**src/rtl/divider.sv**
```systemverilog
// Sequential unsigned restoring divider, one quotient bit per clock.
// Ports: clk, rst_n (async, active-low), start, A (dividend), B (divisor),
//        quotient, remainder, done (1-cycle pulse), busy, divzero.
// Optional feature macro: DIVIDER_DIVZERO_EN (1-cycle divide-by-zero path).
module divider #(
    parameter int width = 4
) (
    input  logic             clk,
    input  logic             rst_n,
    input  logic             start,
    input  logic [width-1:0] A,
    input  logic [width-1:0] B,
    output logic [width-1:0] quotient,
    output logic [width-1:0] remainder,
    output logic             done,
    output logic             busy,
    output logic             divzero
);

    localparam int CW = $clog2(width + 1);

    typedef enum logic [1:0] {
        IDLE,
        RUN,
        DONE,
        ZERO
    } state_t;

    state_t          state;
    logic [width:0]   r;
    logic [width-1:0] q;
    logic [width-1:0] d;
    logic [CW-1:0]    count;

    logic [width:0]   t;
    logic [width:0]   r_next;
    logic [width-1:0] q_next;
    logic             ge;

    // The partial remainder never exceeds the divisor after a step, so its
    // top bit is only headroom for the trial subtraction.
    logic unused_msb;
    assign unused_msb = r[width];

    always_comb begin
        t      = {r[width-1:0], q[width-1]};
        ge     = (t >= {1'b0, d});
        r_next = ge ? (t - {1'b0, d}) : t;
        q_next = {q[width-2:0], ge};
    end

`ifndef DIVIDER_DIVZERO_EN
    assign divzero = 1'b0;
`endif

    always_ff @(posedge clk or negedge rst_n) begin
        if (!rst_n) begin
            state     <= IDLE;
            r         <= '0;
            q         <= '0;
            d         <= '0;
            count     <= '0;
            quotient  <= '0;
            remainder <= '0;
            done      <= 1'b0;
            busy      <= 1'b0;
`ifdef DIVIDER_DIVZERO_EN
            divzero   <= 1'b0;
`endif
        end else begin
            case (state)
                IDLE: begin
                    if (start) begin
                        r     <= '0;
                        q     <= A;
                        d     <= B;
                        count <= CW'(width);
                        busy  <= 1'b1;
`ifdef DIVIDER_DIVZERO_EN
                        state <= (B == '0) ? ZERO : RUN;
`else
                        state <= RUN;
`endif
                    end
                end
                RUN: begin
                    r     <= r_next;
                    q     <= q_next;
                    count <= count - CW'(1);
                    if (count == CW'(1)) begin
                        quotient  <= q_next;
                        remainder <= r_next[width-1:0];
                        done      <= 1'b1;
                        state     <= DONE;
                    end
                end
`ifdef DIVIDER_DIVZERO_EN
                // Q still holds the captured dividend here.
                ZERO: begin
                    quotient  <= '1;
                    remainder <= q;
                    done      <= 1'b1;
                    divzero   <= 1'b1;
                    state     <= DONE;
                end
`endif
                DONE: begin
                    done    <= 1'b0;
                    busy    <= 1'b0;
`ifdef DIVIDER_DIVZERO_EN
                    divzero <= 1'b0;
`endif
                    state   <= IDLE;
                end
                default: state <= IDLE;
            endcase
        end
    end

endmodule
```
**config.mk**
```make
export PLATFORM = sky130hd
export DESIGN_NAME = divider
export DESIGN_NICKNAME = d
export VERILOG_FILES = /design/src/rtl/divider.sv
export SDC_FILE = /design/constraint.sdc
export NUM_CORES = 1
export LEC_CHECK = 0
export ABC_AREA = 1
export CAP_MARGIN = 20
export CORE_ASPECT_RATIO = 0.7
export CORE_MARGIN = 2
export CORE_UTILIZATION = 52
export DETAILED_ROUTE_END_ITERATION = 7
export PLACE_DENSITY = 0.78
export SYNTH_ARGS = -nofsm -noshare
export SYNTH_HDL_FRONTEND = slang
export SYNTH_SLANG_ARGS = --single-unit
```
**constraint.sdc**
```tcl
create_clock -name clk -period 1.8 [get_ports clk]
set_input_delay 0.36 -clock clk [delete_from_list [all_inputs] [get_ports clk]]
set_output_delay 0.36 -clock clk [all_outputs]
set_load 0.02 [all_outputs]
```
==> results.py <==
metrics = {
    "yosys": {
        "yosys-top-cells-count": "nand2_1 (51), dfrtp_1 (27), inv_1 (19)",
        "syn_area_um2": 1330,
        "synth_cell_types": 24,
        "synth_top_cell_by_area": "dfrtp_1",
        "synth-main-ff-cell": "dfrtp_1",
        "synth_edf_count": 0,
        "ys_warn_count": 0,
        "netlist_instances": 156,
        "yosys.area.top_type_share": 0.509,
        "synth_nets": 174,
        "synth.avg_cell_area_um2": 8.51,
        "ys_seq_area_frac": 0.509,
        "ys_ff_latch": 27,
        "synthTopCellsByArea": "dfrtp_1 (51%), nand2_1 (14%), ha_1 (5.7%), inv_1 (5.4%), o21ai_0 (4.5%)",
        "synth_most_common_cell": "nand2_1",
        "async_reset_ff_frac": 1.00,
    },
    "final_layout": {
        "fin_nets": 200,
        "area_growth_pct": 21.5,
        "n_antenna_cell": 0,
        "drive_gt1_frac": 0.105,
    },
    "drt": {
        "routed-via-count": 1070,
        "post_drt_wl_per_cell_um": 11.7,
        "drt_wl_total_um": 2520,
        "dr.pass1.iters": 4,
        "drc_errors": 0,
        "viasPerCell": 4.98,
        "detail-route-antenna-nets": 0,
        "drt-initial-drc-count": 43,
    },
    "global_route": {
        "antenna_found_initial": 0,
        "gr-total-overflow": 0,
        "grt_pass1_vias": 987,
        "track_usage": 0.199,
        "grt_pass1_wl_um": 4430,
        "grt_max_degree": 28,
    },
    "timing": {
        "grt_setup_unrepaired": "false",
        "setup_slack_ns": 0.122,
        "period_needed_ns": 1.68,
        "period_share": 0.932,
        "setup_tns_ns": 0,
        "skew_ns": 0.00920,
        "drv_slew": 0,
        "setup_violations": 0,
        "hold_viol": 0,
        "max_freq_mhz": 596,
    },
    "clocking": {
        "clk_pin_slew_ns": 0.15,
        "cts_buffers": 3,
        "htreeDepth": 1,
        "cts_tree": "yes",
        "hold_buffers": 0,
        "clk_latency_ns": 0.33,
        "clock-root-buffer": "clkbuf_4",
        "cts_sinks": 27,
        "clock_path_buffers": 2,
        "cts_setup_buffers": 0,
        "cts_resized": 0,
    },
    "floorplanning": {
        "dieArea_um2": 2980,
        "start_util": 0.544,
        "design.core.area_um2": 2440,
        "io_pins": 22,
        "num_rows": 15,
        "fp.dieH_um": 46.3,
        "die_w_um": 64.4,
    },
    "worst_setup_path": {
        "worstPathRequired_ns": 1.44,
        "path_cells": "clkdlybuf4s50_1",
        "critPathMaxFanout": 2,
        "critical_path_arrival_ns": 1.32,
        "crit_family": "buffers and inverters",
        "cp_num_buf_inv": 1,
        "critPathMaxStageDelay_ns": 0.60,
        "startpoint_type": "flop",
        "cp-end-kind": "primary output",
        "cpMaxStageDelayCell": "clkdlybuf4s50_1",
        "worstSetupPathType": "reg2out",
    },
    "power_and_ir_drop": {
        "p_per_area_nw_per_um2": 2000,
        "peakVddDrop_mv": 0.914,
        "p_leak_nw": 0.823,
        "totalPowerFinal_mw": 3.23,
    },
    "placed_design": {
        "place_ws_ns": 0.209,
        "io_buffers": 20,
        "gp_congestion": 0.959,
        "place_hpwl_um": 1960,
    },
    "hold_path": {
        "hold_path.class": "in2async",
    },
    "run_status": {
        "status": "finished, final reports clean",
    },
    "job": {
        "maxCapViolations": 0,
    },
}
## area by class of cell
class,instances,area (um2)
tap,34,42.5
timing repair buffer,24,230
fill,206,827
multi-input combinational,104,552
clock inverter,1,7.51
sequential,27,676
inverter,22,82.6
clock buffer,3,22.5
## path summary, 6_finish.rpt
path                             start     endpoint  slack, ns  cells after the start
max                        quotient[0]  quotient[0]       0.12                      1
min                              rst_n     count[2]       0.38                      2
max reg2reg                       r[1]         r[3]       0.17                      9
min reg2reg                quotient[1]  quotient[1]       0.50                      2
max in group asynchronous        rst_n         r[0]       1.16                      2
min in group clk           quotient[1]  quotient[1]       0.50                      2
## cell families (layout without fill, tap and decap cells)
kind of cell | count (synthesis) | after routing | synth area share
DFF | 27 | 27 | 0.509
adders and majority gates | 7 | 7 | 0.0716
other | 1 | 1 | 0.00282
xor gates and xnor gates | 1 | 1 | 0.00660
AOI/OAI and AO/OA | 22 | 22 | 0.0886
buffers and inverters | 25 | 50 | 0.0754
and+or+nand+nor | 73 | 73 | 0.246
## flip-flops by register name (all words and copies together) (netlist names)
| register | flops |
|---|---|
| remainder | 4 |
| count | 3 |
| d | 4 |
| state | 2 |
| done | 1 |
| quotient | 4 |
| r | 4 |
| q | 4 |
| busy | 1 |
## per-stage QoR
step / hold WS (ns) / instances / util / instance area (um2)
final: 0.380 / 215 / 0.661 / 1610
after global routing: 0.380 / 215 / 0.661 / 1610
after CTS: 0.388 / 215 / 0.661 / 1610
after detailed placement: 0.467 / 211 / 0.649 / 1580
after global placement: 0.462 / 211 / 0.649 / 1580
after floorplan: 0.0644 / 156 / - / 1330
## where the power goes
group | internal [mW] | total [mW] | switching, mW
combinational | 0.763 | 1.91 | 1.14
clock | 0.0850 | 0.267 | 0.182
sequential | 0.900 | 1.05 | 0.153
## layer usage
layer / share of wire / up-vias / wire, um / global-route usage
met4: 0.0095 / 0 / 24 / 0.0511
met2: 0.45 / 34 / 1120 / 0.327
met5: 0 / - / 0 / 0
met1: 0.49 / 497 / 1240 / 0.268
li1: - / 535 / - / -
met3: 0.050 / 4 / 126 / 0.0513
## placed cells by master (no fill, tap or decap), types with 2 or more instances in the layout
master | synthesis | routed
nand2_1 | 51 | 51
o21ai_1 | 4 | 4
buf_4 | 1 | 4
clkbuf_4 | 0 | 3
dfrtp_1 | 27 | 27
nand2_2 | 3 | 3
nor2_1 | 2 | 2
clkdlybuf4s50_1 | 0 | 20
inv_2 | 3 | 3
ha_1 | 6 | 6
a21oi_1 | 3 | 3
nand3_1 | 11 | 11
o21ai_0 | 12 | 12
nand3b_1 | 2 | 2
inv_1 | 19 | 19
(Power assumes the default switching activity.)
